<file path="config.mk">
export PLATFORM = sky130hd
export DESIGN_NAME = instruction_fetch
export DESIGN_NICKNAME = d
export VERILOG_FILES = /design/src/rtl/instruction_fetch_pkg.sv /design/src/rtl/fetch_fifo.sv /design/src/rtl/instruction_fetch.sv
export SDC_FILE = /design/constraint.sdc
export NUM_CORES = 1
export LEC_CHECK = 0
export CAP_MARGIN = 20
export CORE_MARGIN = 1.5
export CORE_UTILIZATION = 24
export CTS_CLUSTER_DIAMETER = 60
export DETAILED_ROUTE_END_ITERATION = 10
export SLEW_MARGIN = 20
export SYNTH_ARGS = -nofsm -noshare
export SYNTH_HDL_FRONTEND = slang
export SYNTH_HIERARCHICAL = 1
export SYNTH_SLANG_ARGS = --single-unit
</file>
<file path="constraint.sdc">
create_clock -name clk -period 12.8 [get_ports clk]
set_input_delay 3.2 -clock clk [delete_from_list [all_inputs] [get_ports clk]]
set_output_delay 3.2 -clock clk [all_outputs]
set_load 0.005 [all_outputs]
</file>
<file path="src/rtl/instruction_fetch_pkg.sv">
// Shared fetch-stage definitions: architectural widths, the queue entry type and PC helpers.
package instruction_fetch_pkg;

  localparam int unsigned XLEN        = 64;
  localparam int unsigned ILEN        = 32;
  localparam int unsigned INSTR_BYTES = 4;
  localparam logic [ILEN-1:0] NOP_INSTR = 32'h0000_0013;

  typedef struct packed {
    logic [ILEN-1:0] instr;
    logic [XLEN-1:0] pc;
  } fetch_entry_t;

  // Instructions are word aligned; the low address bits of a target are dropped.
  function automatic logic [XLEN-1:0] align_pc(input logic [XLEN-1:0] addr);
    return {addr[XLEN-1:2], 2'b00};
  endfunction

  function automatic logic [XLEN-1:0] next_pc(input logic [XLEN-1:0] pc);
    return pc + XLEN'(INSTR_BYTES);
  endfunction

endpackage

</file>
<file path="src/rtl/fetch_fifo.sv">
// Small synchronous queue of {instr, pc} entries with flush; wrap-around pointers, Depth a power of two.
module fetch_fifo
  import instruction_fetch_pkg::*;
#(
  parameter int unsigned Depth = 2,
  localparam int unsigned CntW = $clog2(Depth + 1)
) (
  input  logic                clk,
  input  logic                reset,
  input  logic                flush_i,
  input  logic                push_i,
  input  fetch_entry_t        push_data_i,
  input  logic                pop_i,
  output fetch_entry_t        head_o,
  output logic [CntW-1:0]     count_o
);

  localparam int unsigned PtrW = (Depth > 1) ? $clog2(Depth) : 1;

  fetch_entry_t mem_q [Depth];

  logic [PtrW-1:0] wr_ptr_q, wr_ptr_d;
  logic [PtrW-1:0] rd_ptr_q, rd_ptr_d;
  logic [CntW-1:0] count_q, count_d;

  always_comb begin
    wr_ptr_d = wr_ptr_q;
    rd_ptr_d = rd_ptr_q;
    count_d  = count_q;
    if (flush_i) begin
      wr_ptr_d = '0;
      rd_ptr_d = '0;
      count_d  = '0;
    end else begin
      if (push_i) wr_ptr_d = wr_ptr_q + PtrW'(1);
      if (pop_i)  rd_ptr_d = rd_ptr_q + PtrW'(1);
      count_d = count_q + CntW'(push_i) - CntW'(pop_i);
    end
  end

  always_ff @(posedge clk) begin
    if (reset) begin
      wr_ptr_q <= '0;
      rd_ptr_q <= '0;
      count_q  <= '0;
    end else begin
      wr_ptr_q <= wr_ptr_d;
      rd_ptr_q <= rd_ptr_d;
      count_q  <= count_d;
    end
  end

  // Storage needs no reset: count gates every read.
  always_ff @(posedge clk) begin
    if (push_i && !flush_i) begin
      mem_q[wr_ptr_q] <= push_data_i;
    end
  end

  assign head_o  = mem_q[rd_ptr_q];
  assign count_o = count_q;

endmodule

</file>
<file path="src/rtl/instruction_fetch.sv">
// Fetch stage: PC register, one-deep in-flight tracking against a 1-cycle memory, credit-gated
// issue into an output queue toward decode, and redirect/flush handling.
module instruction_fetch
  import instruction_fetch_pkg::*;
#(
  parameter logic [63:0] RESET_PC   = 64'h0,
  parameter int unsigned FIFO_DEPTH = 2
) (
  input  logic        clk,
  input  logic        reset,
  output logic [63:0] imem_addr,
  input  logic [31:0] imem_instr,
  input  logic        redirect_valid,
  input  logic [63:0] redirect_pc,
  output logic        out_valid,
  input  logic        out_ready,
  output logic [31:0] out_instr,
  output logic [63:0] out_pc
);

  localparam int unsigned CntW = $clog2(FIFO_DEPTH + 1);
  localparam int unsigned OccW = CntW + 1;

  logic [XLEN-1:0] pc_q, pc_d;
  logic            inflight_q, inflight_d;
  logic [XLEN-1:0] inflight_pc_q, inflight_pc_d;

  logic            pop;
  logic            push;
  logic            issue;
  logic [OccW-1:0] occupancy;
  logic [CntW-1:0] count;
  fetch_entry_t    head;
  fetch_entry_t    push_data;

  assign out_valid = (count != '0);
  assign pop       = out_valid && out_ready;
  assign push      = inflight_q && !redirect_valid;
  assign push_data = '{instr: imem_instr, pc: inflight_pc_q};

  // Entries queued plus the response still owed by memory, less the one leaving this edge.
  assign occupancy = OccW'(count) + OccW'(inflight_q) - OccW'(pop);
  assign issue     = !redirect_valid && (occupancy < OccW'(FIFO_DEPTH));

  always_comb begin
    pc_d          = pc_q;
    inflight_d    = 1'b0;
    inflight_pc_d = inflight_pc_q;
    if (redirect_valid) begin
      pc_d = align_pc(redirect_pc);
    end else if (issue) begin
      pc_d          = next_pc(pc_q);
      inflight_d    = 1'b1;
      inflight_pc_d = pc_q;
    end
  end

  always_ff @(posedge clk) begin
    if (reset) begin
      pc_q          <= RESET_PC;
      inflight_q    <= 1'b0;
      inflight_pc_q <= RESET_PC;
    end else begin
      pc_q          <= pc_d;
      inflight_q    <= inflight_d;
      inflight_pc_q <= inflight_pc_d;
    end
  end

  fetch_fifo #(
    .Depth (FIFO_DEPTH)
  ) u_fetch_fifo (
    .clk         (clk),
    .reset       (reset),
    .flush_i     (redirect_valid),
    .push_i      (push),
    .push_data_i (push_data),
    .pop_i       (pop),
    .head_o      (head),
    .count_o     (count)
  );

  assign imem_addr = pc_q;
  assign out_pc    = head.pc;
  assign out_instr = out_valid ? head.instr : NOP_INSTR;

endmodule

</file>
==> impl_results.md, run 1 <==
* Hold/Removal Path Class: flop to flop
* Max H-tree Level at 2
* Initial antenna violation count at 3
* R2R Setup Slk at 7.60 ns
* Clock Path Buffers at 3
* Initial DRC count at 547
* Post-synthesis cell type count at 61
* Fmax at 133 MHz
* Avg Vias per Cell at 4.55
* Synth Area per Inst at 12.1 um^2
* Crit end category: flop
* HPWL after detailed placement at 28000 um
* CTS resizes at 0
* Ys Warns at 6
* Overall routed net length at 41400 um
* Post-route ant nets at 0
* Clock insertion delay at the later pin of the skew report at 0.55 ns
* Max VDD drop at 0.0000967 V
* Syn Inst Count at 1113
* Tcrit/Tclk final at 58.7%
* Post-CTS Hold Buffers at 0
* Ratio of cells with drive above 1 in the final layout at 13.6%
* Crit path kind: input pin to flop
* Most frequent CP cell: or4_1
* Worst path max stage delay at 1.01 ns
* DP Worst Slack at 4.67 ns
* Hold Path Sink: u_fetch_fifo/mem_q[1][57]
* Area leader, netlist: edfxtp_1
* Largest net degree at the start of global routing at 92
* Via count at 9754
* Worst R2R Path Depth at 11
* Hold_sp: inflight_pc_q[57]
* # DRC at 0
* Least-Margin Pin Slew at 1.10 ns
* Slew Limit Headroom at 26.4%
* Synth area leaders: edfxtp_1 43%, dfxtp_1 19%, mux2_2 4.7%
* Max-slew violations at 0
* Worst hold path stage count at 0
* Crit. path cell count at 10
* Final setup TNS at 0 ns
* Core area at 0.0554 mm^2
* Tmin final at 7.51 ns
* Crit-path cells: clkdlybuf4s50_1 -> nor2b_1 -> ha_1 -> nand2b_1 -> fa_1 -> and3_1 -> nand4_1 -> or4_1 -> or4_1 -> a311oi_1
* Int Pwr at 0.00183 W
* Leakage at 5.67 nW
* Total CTS buffers at 39
* First-pass GRT wire length at 60500 um
* Sw frac at 23.5%
* Critical path's slowest cell: or4_1
* Final Hold Viols at 0
* Crit path max fanout at 13
* Io pins at 261
* Startpoint types: input pin
* Worst clock skew at 0.0239 ns
* Initial core utilization at 24.4%
* RSZ-0062 raised after global routing: false
* Nets at 1466
* Die width at 240 um
* Die Span Y at 240 um
* Comb pwr share at 7.8%
* Sw Pwr at 0.000564 W
* Power per Cell Area at 133 mW/mm^2
* Number of global-route vias before repair at 9578
* Total track usage at 14.1%
* Async S/R FF share, synth at 0%
* # port buffers at 256
* Mapped Area at 0.0135 mm^2
* Number of synthesized flops with an enable pin at 192
* CTS sink count at 322
* Synth-to-layout area growth at 33.2%
* Status: finished clean
* Yosys top cell area share at 42.7%
* Total gr overflow at 0
* Clock Power Share at 43.4%
* CTS tree: built
* Root Buffer Master: clkbuf_16
* Gp weighted congestion at 0.753
* FF-to-FF End: imem_addr[51]
* Crit path max-delay family: simple AND/OR/NAND/NOR gates
* Reg power frac at 48.8%
* Die area at 0.0577 mm^2
* Fillers at 5510
* Crit path DAT at 7.96 ns
* Max-capacitance violation count at 0
* Yosys reg bits at 322
* Final setup viols at 0
* Rows at 86
* Setup WS post-layout at 5.29 ns
* RR Startpoint: u_fetch_fifo/count_o[1]
* Postcts setup bufs at 0
* Critical Path RT at 13.25 ns
* Critical path buffers and inverters at 1
* Top FF cell, synth: edfxtp_1
* Sequential area share after synthesis at 61.9%
* Clock transition at path regs at 0.06 ns
* DR WL/cell at 19.3 um
* Drt pass-1 iters at 5
==> metal layers <==
layer | track usage, % | vias up | wire (um)
met4 | 4.71 | 4 | 946
li1 | - | 4612 | -
met2 | 22.2 | 333 | 19000
met1 | 18.4 | 4742 | 18400
met3 | 3.97 | 63 | 3030
met5 | 0 | - | 26
==> power by group through the flow <==
stage | combinational (W) | clock [W] | sequential (W)
after floorplan | 0.0000828 | 0 | 0.00118
final | 0.000187 | 0.00104 | 0.00117
after CTS | 0.000190 | 0.00107 | 0.00117
after detailed placement | 0.000188 | 0 | 0.00119
after global placement | 0.000186 | 0 | 0.00119
after global routing | 0.000204 | 0.00111 | 0.00117
==> cell usage after synthesis (3+ instances only) <==
library cell	number
buf_2	9
o21ai_0	14
and3_2	3
nand4_1	28
a211oi_1	27
nand2_1	168
clkbuf_1	47
and4_1	7
nor4_1	19
a21oi_1	72
and3_1	10
o31ai_1	11
edfxtp_1	192
nor2_1	56
or3_1	9
ha_1	4
a311oi_1	20
and2_1	3
mux2_2	56
and4_2	3
nand3_1	28
or4_1	14
xnor2_1	29
inv_1	17
dfxtp_1	130
xor2_1	4
buf_12	4
nor3_1	15
or2_2	3
clkbuf_8	3
mux2_4	40
nor2b_1	31
==> worst max-delay path by stage <==
stage | start | to | slack, ns
6_report | out_ready | imem_addr[51] | 5.29
2_1_floorplan | redirect_valid | u_fetch_fifo/mem_q[0][0] | 1.21
3_3_place_gp | out_ready | imem_addr[49] | 4.79
5_1_grt | out_ready | imem_addr[51] | 4.93
4_1_cts | out_ready | imem_addr[51] | 5.23
3_5_place_dp | out_ready | imem_addr[51] | 4.67
==> cells in the final DEF, fill, tap and decap left out, drive strengths merged, types with 2 or more instances in the layout <==
cell type      netlist  final
a31oi                2      2
clkinvlp             0      2
nand4               29     29
nor3                15     15
nor4                19     19
edfxtp             192    192
clkdlybuf4s50        0    254
a211oi              27     27
conb                 1      6
or3                 11     11
or2                  3      3
buf                 18     15
a311oi              20     20
xor2                 4      4
clkbuf              50     60
mux2                96     96
nand2b               2      2
o21ai               14     14
a21oi               72     72
or4                 16     16
o311a                2      2
a2111oi              3      3
clkinv               0      7
nor3b                2      2
dfxtp              130    130
o211ai               2      2
and2                 3      3
nand2              168    168
and4                10     10
diode                0      2
nand3               28     28
and3                13     13
ha                   4      4
nor2                57     57
inv                 18     21
o31ai               11     11
xnor2               29     29
nor2b               31     31
==> logic make-up after synthesis <==
kind of cell / Yosys count / synth area share (%)
simple gates: 411 / 15.2
flops: 322 / 61.9
compound gates: 158 / 7.55
mux: 96 / 9.11
buf+inv: 86 / 3.37
xor+xnor: 34 / 2.31
fa+ha+maj: 5 / 0.519
other cells: 1 / 0.0278
==> state kept, by name, indices dropped and copies added, names as in the netlist, named ones only <==
| name | count |
|---|---|
| imem_addr | 62 |
| inflight_pc_q | 62 |
| inflight_q | 1 |
| u_fetch_fifo/count_o | 2 |
| u_fetch_fifo/mem_q | 192 |
| u_fetch_fifo/rd_ptr_q | 1 |
| u_fetch_fifo/wr_ptr_q | 1 |
==> layout make-up <==
| class | count | area (um^2) | share of cell area (%) |
|---|---|---|---|
| Multi-Input combinational cell | 710 | 4730 | 26.3 |
| Sequential cell | 322 | 8370 | 46.5 |
| Tap cell | 748 | 936 | 5.20 |
| Inverter | 18 | 67.6 | 0.375 |
| Clock inverter | 12 | 86.3 | 0.480 |
| Timing Repair Buffer | 270 | 2680 | 14.9 |
| Antenna cell | 2 | 5.00 | 0.0278 |
| Clock buffer | 60 | 1120 | 6.21 |
==> stage by stage <==
step	total power [W]	cell area, um^2	utilization, %	cells	hold WS [ns]
6_report	0.00240	18000	32.5	2142	0.451
2_1_floorplan	0.00126	13500	-	1118	0.425
3_3_place_gp	0.00138	16700	30.2	2066	0.431
3_5_place_dp	0.00138	16800	30.2	2067	0.438
5_1_grt	0.00249	18000	32.5	2140	0.459
4_1_cts	0.00243	18000	32.4	2139	0.448
(Power assumes the default switching activity.)
==> run 2, diff against run 1 <==
clock period = 6.63 ns   (was 12.8 ns; I/O delays follow)
==> run 2 against run 1 <==
Net effect:
- cell count up 0.19%
- sequential cell count unchanged
- via count down 0.19%
- sequential share of layout area down 0.70 points
==> impl_results.md, run 2 (synthesis results as in run 1) <==
* Worst R2R Path Depth at 11
* CTS sink count at 322
* Avg Vias per Cell at 4.54
* R2R Setup Slk at 1.99 ns
* Critical Path RT at 7.08 ns
* Worst path max stage delay at 0.84 ns
* Gp weighted congestion at 0.754
* HPWL after detailed placement at 28100 um
* Crit end category: flop
* Slew Limit Headroom at 26.2%
* Die width at 240 um
* Largest net degree at the start of global routing at 108
* Clock insertion delay at the later pin of the skew report at 0.56 ns
* Design area at 0.0183 mm^2
* First-pass GRT wire length at 59600 um
* Total gr overflow at 0
* Status: finished clean
* Hold_sp: inflight_pc_q[7]
* Max-capacitance violation count at 0
* Max-slew violations at 0
* Worst hold path stage count at 0
* CTS tree: built
* Post-route ant nets at 0
* Rows at 86
* Die area at 0.0577 mm^2
* Initial DRC count at 538
* Leakage at 5.82 nW
* Tmin final at 5.39 ns
* Root Buffer Master: clkbuf_16
* Tcrit/Tclk final at 81.3%
* Crit path DAT at 5.85 ns
* Total track usage at 13.8%
* Startpoint types: input pin
* Initial core utilization at 24.4%
* Most frequent CP cell: or4_1
* Postcts setup bufs at 0
* Crit path kind: input pin to flop
* Crit path max fanout at 13
* Nets at 1473
* RSZ-0062 raised after global routing: false
* Largest Register: u_fetch_fifo/mem_q
* Post-Place Cell Area at 0.0168 mm^2
* Critical path's slowest cell: or4_1
* Clock Path Buffers at 3
* Sequential cell area at 0.00837 mm^2
* Commonest non-fill, non-tap cell in the layout: clkdlybuf4s50_1
* Leading cell types in the layout, fill and taps excluded: 254 x clkdlybuf4s50_1, 192 x edfxtp_1, 168 x nand2_1, 129 x dfxtp_1, 72 x a21oi_1
* Clock transition at path regs at 0.06 ns
* Final Hold Viols at 0
* CTS resizes at 0
* # diodes at 0
* Worst clock skew at 0.0284 ns
* Max reg flops at 192
* FF-to-FF End: imem_addr[57]
* Hold Path Sink: u_fetch_fifo/mem_q[1][7]
* Max H-tree Level at 2
* Synth-to-layout area growth at 35.2%
* Core area at 0.0554 mm^2
* Die Span Y at 240 um
* Number of global-route vias before repair at 9577
* Area of the multi-input gates at 0.00473 mm^2
* Max VDD drop at 0.000145 V
* Critical path buffers and inverters at 1
* Fmax at 185 MHz
* Via count at 9735
* Post-CTS Hold Buffers at 0
* Least-Margin Pin Slew at 1.11 ns
* RR Startpoint: u_fetch_fifo/count_o[1]
* Final setup viols at 0
* Total CTS buffers at 41
* # DRC at 0
* DR WL/cell at 18.9 um
* # port buffers at 256
* Fillers at 5453
* Power per Cell Area at 273 mW/mm^2
* Crit path max-delay family: simple AND/OR/NAND/NOR gates
* Crit-path cells: clkdlybuf4s50_1 -> nor2b_1 -> ha_1 -> nand2b_1 -> fa_1 -> and3_1 -> nand4_1 -> or4_1 -> or4_1 -> a311oi_1
* Io pins at 261
* Final setup TNS at 0 ns
* Drt pass-1 iters at 5
* Hold/Removal Path Class: flop to flop
* Ratio of cells with drive above 1 in the final layout at 14.7%
* Overall routed net length at 40600 um
* Initial antenna violation count at 0
## run 2: cell types whose count changed in the layout (fill, tap and decap cells not counted), moves of 2 or more
| cell | previous run | this run |
|---|---|---|
| clkinv_4 | 0 | 2 |
| clkinv_2 | 5 | 2 |
| inv_8 | 0 | 3 |
| bufinv_16 | 0 | 7 |
| diode_2 | 2 | 0 |
| buf_4 | 13 | 19 |
| clkbuf_1 | 17 | 5 |
| clkinv_1 | 1 | 4 |
## run 2: layer usage
metal	part of all wire, %	vias up	wire length (um)	global-route usage [%]
met5	0	-	0	0
met4	2.7	0	1110	4.76
met3	7.8	72	3160	4.17
met2	45	326	18400	21.8
met1	44	4724	17900	18.0
li1	-	4613	-	-
## run 2: worst max-delay path by stage
stage / from / endpoint / slack [ns] / depth (start not counted)
6_report: out_ready / imem_addr[57] / 1.24 / 10
5_1_grt: out_ready / imem_addr[53] / 1.11 / 10
4_1_cts: out_ready / imem_addr[57] / 1.24 / 10
3_5_place_dp: out_ready / imem_addr[61] / 0.66 / 10
3_3_place_gp: out_ready / imem_addr[45] / 0.71 / 10
2_1_floorplan: redirect_valid / u_fetch_fifo/mem_q[0][0] / 0.01 / 5
## run 2: worst register-to-register path: stages (launching register included)
cell      delay (ns)
dfxtp_1         0.46
nor2_2          0.05
buf_4           0.24
nor2b_1         0.58
ha_1            0.34
nand2b_1        0.15
fa_1            0.50
and3_1          0.25
nand4_1         0.22
or4_1           0.84
or4_1           0.62
a311oi_1        0.29
## run 2: through the flow
| stage | worst slack [ns] | utilization (%) | instances | total power [W] | hold slack (ns) |
|---|---|---|---|---|---|
| final | 1.24 | 33.0 | 2146 | 0.00499 | 0.450 |
| after global routing | 1.11 | 33.0 | 2146 | 0.00517 | 0.460 |
| after CTS | 1.24 | 33.0 | 2146 | 0.00506 | 0.452 |
| after detailed placement | 0.656 | 30.3 | 2073 | 0.00267 | 0.436 |
| after global placement | 0.707 | 30.3 | 2073 | 0.00266 | 0.429 |
| after floorplan | 0.0133 | - | 1118 | 0.00243 | 0.425 |
## run 2: power breakdown
part	switching, W	leakage (nW)	internal, W	total (W)
combinational	0.000166	2.40	0.000191	0.000357
clock	0.000898	0.705	0.00147	0.00237
sequential	0.0000817	2.71	0.00218	0.00226
## run 2: area by class of cell
type                       count  share of cell area (%)
clock buffer                  49                    6.01
inverter                      18                   0.370
multi-input combinational    710                    25.9
sequential                   322                    45.8
tap                          748                    5.12
clock inverter                24                    1.93
timing repair buffer         275                    14.8
==> run 3, diff against run 2 <==
clock period = 4.8 ns   (was 6.63 ns; I/O delays follow)
==> run 3 against run 2 <==
Net effect:
- die area unchanged
- total power is 26% higher
- cell count rose by 0.47%
- critical path depth increased by 1
- utilization shrank 0.29 points
- sequential power up 38%
- clock-buffer cell count up 2
- non-clock buffer count increased by 13
- worst setup slack got worse by 0.82 ns
- critical path type unchanged
==> impl_results.md, run 3 (synthesis results as in run 1) <==
* Status: finished clean
* Initial DRC count at 716
* DR WL/cell at 18.9 um
* Commonest non-fill, non-tap cell in the layout: clkdlybuf4s50_1
* Gp weighted congestion at 0.754
* Sequential cell area at 0.00837 mm^2
* Nets at 1482
* Crit path kind: input pin to flop
* Critical path's slowest cell: or4_1
* Initial antenna violation count at 4
* Crit end category: flop
* Crit path max fanout at 13
* Total CTS buffers at 37
* Largest Register: u_fetch_fifo/mem_q
* Worst path max stage delay at 0.53 ns
* Clock transition at path regs at 0.06 ns
* Hold/Removal Path Class: flop to flop
* Final setup viols at 0
* Ratio of cells with drive above 1 in the final layout at 14.8%
* Total track usage at 13.8%
* Die area at 0.0577 mm^2
* Crit path DAT at 4.85 ns
* Worst clock skew at 0.0174 ns
* Die Span Y at 240 um
* Drt pass-1 iters at 5
* Fillers at 5502
* Root Buffer Master: clkbuf_16
* Die width at 240 um
* Power per Cell Area at 347 mW/mm^2
* Clock insertion delay at the later pin of the skew report at 0.55 ns
* Clock Path Buffers at 3
* CTS tree: built
* RSZ-0062 raised after global routing: false
* Overall routed net length at 40800 um
* Crit path max-delay family: simple AND/OR/NAND/NOR gates
* HPWL after detailed placement at 28700 um
* Most frequent CP cell: or4_1
* Setup WS post-layout at 0.414 ns
* Max-capacitance violation count at 0
* Tcrit/Tclk final at 91.4%
* Max H-tree Level at 2
* Rows at 86
* Power, Total at 0.00629 W
* Synth-to-layout area growth at 34.0%
* Tmin final at 4.39 ns
* Area of the multi-input gates at 0.00474 mm^2
* Io pins at 261
* Crit-path cells: clkdlybuf4s50_1 -> nor2b_1 -> ha_1 -> nand2b_1 -> fa_1 -> and3_1 -> nand4_1 -> or4_1 -> buf_4 -> or4_1 -> a311oi_1
* Leakage at 5.73 nW
* Number of global-route vias before repair at 9585
* DP Worst Slack at -0.186 ns
* Startpoint types: input pin
* Post-route ant nets at 0
* Total gr overflow at 0
* Leading cell types in the layout, fill and taps excluded: 254 x clkdlybuf4s50_1, 192 x edfxtp_1, 168 x nand2_1, 129 x dfxtp_1, 72 x a21oi_1
* CTS resizes at 0
* # DRC at 0
* Postcts setup bufs at 0
* Fmax at 228 MHz
* Largest net degree at the start of global routing at 67
* Post-CTS Hold Buffers at 0
* Initial core utilization at 24.4%
* Critical path buffers and inverters at 2
* Via count at 9770
* Max-slew violations at 0
* Max VDD drop at 0.000175 V
* Slew Limit Headroom at 37.4%
* Critical Path RT at 5.26 ns
* Final Hold Viols at 0
* Max reg flops at 192
* # port buffers at 256
* First-pass GRT wire length at 59800 um
* Core area at 0.0554 mm^2
* Avg Vias per Cell at 4.53
* CTS sink count at 322
* Least-Margin Pin Slew at 0.938 ns
==> run 3: changes by cell type in the layout (fill, tap and decap cells not counted), moves of 2 or more <==
cell and delta:
bufinv_16 -7, buf_12 +3, clkbuf_8 +3, buf_4 +10, clkinvlp_4 +2, clkbuf_1 +4, clkinv_1 +2, clkbuf_16 -5
clkinv_8 -2, diode_2 +2, inv_8 -2
==> run 3: worst paths after layout <==
| kind | cells past startpoint | end | slack (ns) | from |
|---|---|---|---|---|
| setup / recovery | 11 | imem_addr[57] | 0.41 | out_ready |
| hold / removal | 0 | u_fetch_fifo/mem_q[1][38] | 0.45 | inflight_pc_q[38] |
| setup reg to reg | 11 | imem_addr[57] | 1.07 | u_fetch_fifo/count_o[1] |
| hold reg to reg | 0 | u_fetch_fifo/mem_q[1][38] | 0.45 | inflight_pc_q[38] |
==> run 3: layer usage <==
layer / routed length [um] / GRT usage (%) / up-vias
li1: - / - / 4639
met1: 18200 / 18.1 / 4761
met2: 18700 / 22.0 / 302
met3: 2910 / 3.70 / 66
met4: 1010 / 4.55 / 2
met5: 13 / 0 / -
==> run 3: metrics by stage <==
| stage | setup TNS (ns) | hold slack, ns | std cells | utilization [%] | area [um^2] |
|---|---|---|---|---|---|
| final | 0 | 0.453 | 2156 | 32.7 | 18100 |
| after global routing | 0 | 0.462 | 2155 | 32.7 | 18100 |
| after CTS | 0 | 0.451 | 2154 | 32.7 | 18100 |
| after detailed placement | -1.07 | 0.437 | 2086 | 30.6 | 17000 |
| after global placement | -0.778 | 0.427 | 2086 | 30.6 | 17000 |
| after floorplan | 0 | 0.425 | 1118 | - | 13500 |
==> run 3: area by class of cell <==
| cell class | instances | area share, % |
|---|---|---|
| inverter | 18 | 0.373 |
| multi-input combinational | 710 | 26.2 |
| timing repair buffer | 288 | 15.7 |
| tap | 748 | 5.17 |
| antenna | 2 | 0.0276 |
| sequential | 322 | 46.2 |
| clock buffer | 51 | 5.68 |
| clock inverter | 17 | 0.650 |
==> run 3: where the power goes <==
group	internal, W	total [W]	switching (W)	leakage (nW)
Sequential	0.00301	0.00312	0.000111	2.71
Combinational	0.000272	0.000507	0.000235	2.47
Clock	0.00152	0.00266	0.00114	0.553
